--- config.mk ---
export PLATFORM = sky130hd
export DESIGN_NAME = stack_ctrl
export DESIGN_NICKNAME = d
export VERILOG_FILES = /design/src/rtl/stack_ctrl.sv
export SDC_FILE = /design/constraint.sdc
export NUM_CORES = 1
export LEC_CHECK = 0
export ABC_AREA = 1
export ABC_CLOCK_PERIOD_IN_PS = 1800
export BUFFER_PORTS_ARGS = -buffer_cell sky130_fd_sc_hd__buf_2
export CORE_MARGIN = 1.5
export CORE_UTILIZATION = 50
export DETAILED_ROUTE_END_ITERATION = 10
export PLACE_DENSITY = 0.8
export SLEW_MARGIN = 20
export SYNTH_ARGS = -nofsm -noshare
export SYNTH_HDL_FRONTEND = slang
export SYNTH_SLANG_ARGS = --single-unit
--- constraint.sdc ---
create_clock -name clk -period 1.8 [get_ports clk]
set_input_delay 0.18 -clock clk [delete_from_list [all_inputs] [get_ports clk]]
set_output_delay 0.18 -clock clk [all_outputs]
set_load 0.01 [all_outputs]
--- src/rtl/stack_ctrl.sv ---
// ---------------------------------------------------------------------------
// stack_ctrl : LIFO controller driving an external asynchronous-read register
//              file; tracks occupancy and sticky overflow/underflow errors.
// Revision   : 1.0
// ---------------------------------------------------------------------------
`default_nettype none

module stack_ctrl #(
  parameter int ADDR_WIDTH = 8,
  parameter int DATA_WIDTH = 2
) (
  input  logic                  clk,
  input  logic                  rst_n,
  input  logic                  push,
  input  logic                  pop,
  input  logic [DATA_WIDTH-1:0] push_data,
  input  logic                  clear_err,
  output logic                  rf_wr_en,
  output logic [ADDR_WIDTH-1:0] rf_w_addr,
  output logic [ADDR_WIDTH-1:0] rf_r_addr,
  output logic [DATA_WIDTH-1:0] rf_w_data,
  input  logic [DATA_WIDTH-1:0] rf_r_data,
  output logic [DATA_WIDTH-1:0] top_data,
  output logic [DATA_WIDTH-1:0] pop_data,
  output logic                  pop_valid,
  output logic [ADDR_WIDTH:0]   count,
  output logic                  empty,
  output logic                  full,
  output logic                  overflow,
  output logic                  underflow
);

  localparam logic [ADDR_WIDTH:0] c_ONE   = {{ADDR_WIDTH{1'b0}}, 1'b1};
  localparam logic [ADDR_WIDTH:0] c_DEPTH = {1'b1, {ADDR_WIDTH{1'b0}}};

  logic [ADDR_WIDTH:0]   r_count;
  logic [DATA_WIDTH-1:0] r_pop_data;
  logic                  r_pop_valid;
  logic                  r_overflow;
  logic                  r_underflow;

  logic                  w_empty;
  logic                  w_full;
  logic [ADDR_WIDTH:0]   w_count_m1;
  logic                  w_push_ok;
  logic                  w_replace;

  assign w_empty    = (r_count == '0);
  assign w_full     = (r_count == c_DEPTH);
  assign w_count_m1 = r_count - c_ONE;

  // Write only when the push is actually accepted: plain push with room, or
  // replace-top on a non-empty stack. Bypass and dropped pushes never write.
  assign w_push_ok  = push & ~pop & ~w_full;
  assign w_replace  = push & pop & ~w_empty;

  assign rf_wr_en   = w_push_ok | w_replace;
  assign rf_r_addr  = w_count_m1[ADDR_WIDTH-1:0];
  assign rf_w_addr  = pop ? w_count_m1[ADDR_WIDTH-1:0] : r_count[ADDR_WIDTH-1:0];
  assign rf_w_data  = push_data;
  assign top_data   = rf_r_data;

  always_ff @(posedge clk or negedge rst_n) begin
    if (!rst_n) begin
      r_count     <= '0;
      r_pop_data  <= '0;
      r_pop_valid <= 1'b0;
      r_overflow  <= 1'b0;
      r_underflow <= 1'b0;
    end else begin
      r_pop_valid <= 1'b0;
      // Clear first so an error in the same cycle wins.
      if (clear_err) begin
        r_overflow  <= 1'b0;
        r_underflow <= 1'b0;
      end
      case ({push, pop})
        2'b10: begin
          if (w_full) r_overflow <= 1'b1;
          else        r_count    <= r_count + c_ONE;
        end
        2'b01: begin
          if (w_empty) begin
            r_underflow <= 1'b1;
          end else begin
            r_pop_data  <= rf_r_data;
            r_pop_valid <= 1'b1;
            r_count     <= w_count_m1;
          end
        end
        2'b11: begin
          r_pop_valid <= 1'b1;
          r_pop_data  <= w_empty ? push_data : rf_r_data;
        end
        default: ;
      endcase
    end
  end

  assign count     = r_count;
  assign empty     = w_empty;
  assign full      = w_full;
  assign pop_data  = r_pop_data;
  assign pop_valid = r_pop_valid;
  assign overflow  = r_overflow;
  assign underflow = r_underflow;

endmodule

`default_nettype wire

==> summary.md <==
| Metric | Value |
|---|---|
| Outcome | finished with violations |
| Failing checks | setup timing |
| CTS max path bufs | 2 |
| Met2 usage | 42.3% |
| Leakage Power | 0.997 nW |
| # nets final | 268 |
| Internal Pwr Total | 1.47 mW |
| Wire per inst | 12.6 microns |
| Pwr dens | 1750 nW/um^2 |
| Via Count | 1,424 |
| Final worst-path cycle share | 102% |
| Post-synth top area share | 27.1% |
| Grt total ovfl | 0 |
| Crit path buf inv count | 2 |
| CP required | 1.62 ns |
| Reg-to-reg endpoint | count[0] |
| Row count | 18 |
| Max_cap viols | 0 |
| CP max FO | 4 |
| Initial DRC Count | 63 |
| Starting Density | 52.7% |
| Worst skew pair latency | 0.29 ns |
| Die Wd | 53.9 microns |
| Critical path launch point type | flop |
| Largest area contributor in the netlist | dfrtp_1 |
| Placed Area | 1500 sq um |
| YS warnings | 0 |
| Final setup violation count | 2 |
| Sw power | 1.57 mW |
| Critical path's largest stage delay | 0.46 ns |
| Fillcell total | 212 |
| Hold Path End | underflow |
| Drc violations | 0 |
| Post-Syn Area | 1290 sq um |
| Dpl ws | 0.193 ns |
| Vias per inst | 5.00 |
| RSZ-0062 raised after global routing | yes |
| Cell area after layout | 1730 sq um |
| WL final | 3590 microns |
| Clock Power Share | 8.0% |
| F_max | 0.546 GHz |
| Core area | 2450 sq um |
| Initial antenna violation count | 0 |
| Mapped Cells | 199 |
| Clk slew on worst S/H paths | 0.09 ns |
| Most common library cell in the layout ignoring fill and taps | nand2_1 |
| Util after Layout | 70.4% |
| CP Class | reg2out |
| GRT Total Usage | 24.7% |
| CTS tree | yes |
| Largest net degree at the start of global routing | 15 |
| Antenna diode count | 0 |
| Worst path top cell family by delay | flip-flops |
| Worst-path cell chain | inv_2, ha_4, nand3_1, nand2_1, nand2_2, o21ai_2, buf_2 |
| H-tree levels | 1 |
| Port Buffers | 45 |
| Clock root cell | clkbuf_4 |
| GPL Wtd Cong | 0.919 |
| Final hold vios | 0 |
| R2R cell count | 9 |
| Clock Sinks | 14 |
| Layout cells sized above 1 | 42.7% |
| First-pass GRT wire length | 5170 microns |
| Final slew viol count | 0 |
| Vias in the first global route | 1,127 |
| Sequential power share | 20.5% |
| Met3 usage | 2.50% |
| DIE AREA | 2900 sq um |
| Met1 Track Usage GR | 32.5% |
| DPL Wire Length | 2290 microns |
| Syn avg cell area | 6.50 sq um |
| Commonest non-fill, non-tap cells in the layout | nand2_1, buf_2, inv_1 |
| Comb power frac | 71.5% |
| Rel. slew slack | 77.7% |
| Reg2Reg Setup Slack | 0.08 ns |
| Drt first pass iters | 4 |
| Seq cells post-synth | 14 |
| Post-synth cell types | 23 |
| Detail Route Antenna Nets | 0 |
| Layout area overhead | 33.7% |
| Hold Crit Class | in2reg |
| VDD IR max | 1390 uV |
| Reg2Reg Launch Point | count[0] |
| Synth Net Count | 211 |
| Hold path start | clear_err |
| Synth area leaders | dfrtp_1, nand2_1, inv_1, nand3_1, o21ai_0 |
| Slowest CP cell | dfrtp_2 |
| Num ports | 46 |
| Seq/Total Area, Yosys | 27.1% |
| WP data arrival | 1.65 ns |
| Worst Clk Skew | 0.00785 ns |
| TritonCTS Buffers | 3 |
| Die Y | 53.9 microns |
| Setup WS post-layout | -0.0312 ns |
| Hold Crit Depth | 2 |
| Grt peak-use layer | met2 |
| Worst slew pin tran | 0.335 ns |
| Switch share | 51.6% |
| Min Tclk post-route | 1.83 ns |
| Worst setup EP type | output port |
cell families (layout without fill, tap and decap cells):
family	count (synthesis)	after routing	synth area share, %
simple gates	120	120	43.2
fa+ha+maj	3	3	2.90
xor+xnor	6	6	4.06
buf+inv	37	93	13.8
flops	14	14	27.1
compound gates	19	19	8.90
area by class of cell:
type | count | area, sq um | area share (%)
inverter | 27 | 101 | 5.86
sequential | 14 | 358 | 20.7
tap | 30 | 37.5 | 2.17
multi-input combinational | 148 | 831 | 48.0
clock buffer | 4 | 36.3 | 2.10
timing repair buffer | 62 | 365 | 21.1
cell usage after synthesis:
| master | instances |
|---|---|
| inv_1 | 26 |
| xor2_1 | 6 |
| buf_2 | 2 |
| clkbuf_1 | 1 |
| nand3_1 | 13 |
| dfrtp_1 | 14 |
| nor2_4 | 2 |
| nand2_2 | 6 |
| nand4_1 | 3 |
| o21ai_2 | 5 |
| ha_1 | 3 |
| nor2_2 | 3 |
| nand2_1 | 74 |
| inv_2 | 1 |
| nand2_4 | 3 |
| o21ai_0 | 13 |
| o22ai_1 | 1 |
| nor2_8 | 1 |
| buf_4 | 4 |
| nor2_1 | 13 |
| and2_1 | 1 |
| buf_6 | 3 |
| nand3_2 | 1 |
stage by stage:
step,setup TNS (ns),cells,hold WS (ns),power (mW)
floorplan,0,199,-0.116,1.80
global placement,0,267,0.0976,2.30
detailed placement,0,267,0.104,2.32
CTS,0,276,0.0790,2.69
global route,-0.470,285,0.0887,3.29
finish,-0.0467,285,0.0759,3.03
power by group through the flow:
stage	logic (mW)	clock network, mW	registers (mW)
floorplan	1.21	0	0.594
global placement	1.69	0	0.609
detailed placement	1.71	0	0.616
CTS	1.83	0.241	0.619
global route	2.39	0.258	0.640
finish	2.17	0.242	0.622
per-layer routing:
layer | vias up | wire length [microns]
met4 | 0 | 27
met5 | - | 0
met1 | 652 | 1530
met2 | 47 | 1800
met3 | 4 | 238
li1 | 721 | -
registers in the layout, indices dropped and copies added (netlist names):
name / count
underflow: 1
pop_valid: 1
overflow: 1
count: 9
pop_data: 2
repair_timing:
action / 4_1_cts / 5_1_grt
setup buffers: 4 / 9
pin swaps: 0 / 4
hold buffers: 1 / 0
hold endpoints to repair: 14 / 0
setup endpoints to repair: 8 / 8
gates cloned: 0 / 0
gates resized for setup: 10 / 19
worst max-delay path by stage:
stage               startpoint            to  slack, ns  cells past startpoint
floorplan             count[0]      rf_wr_en       0.13                      7
global placement      count[4]  rf_w_addr[6]       0.22                      6
detailed placement    count[4]  rf_w_addr[7]       0.19                      7
CTS                   count[5]  rf_w_addr[7]      0.003                      7
global route          count[0]  rf_w_addr[6]      -0.12                      7
finish                count[1]  rf_w_addr[6]      -0.03                      7
Power figures use the tool's default switching activity.
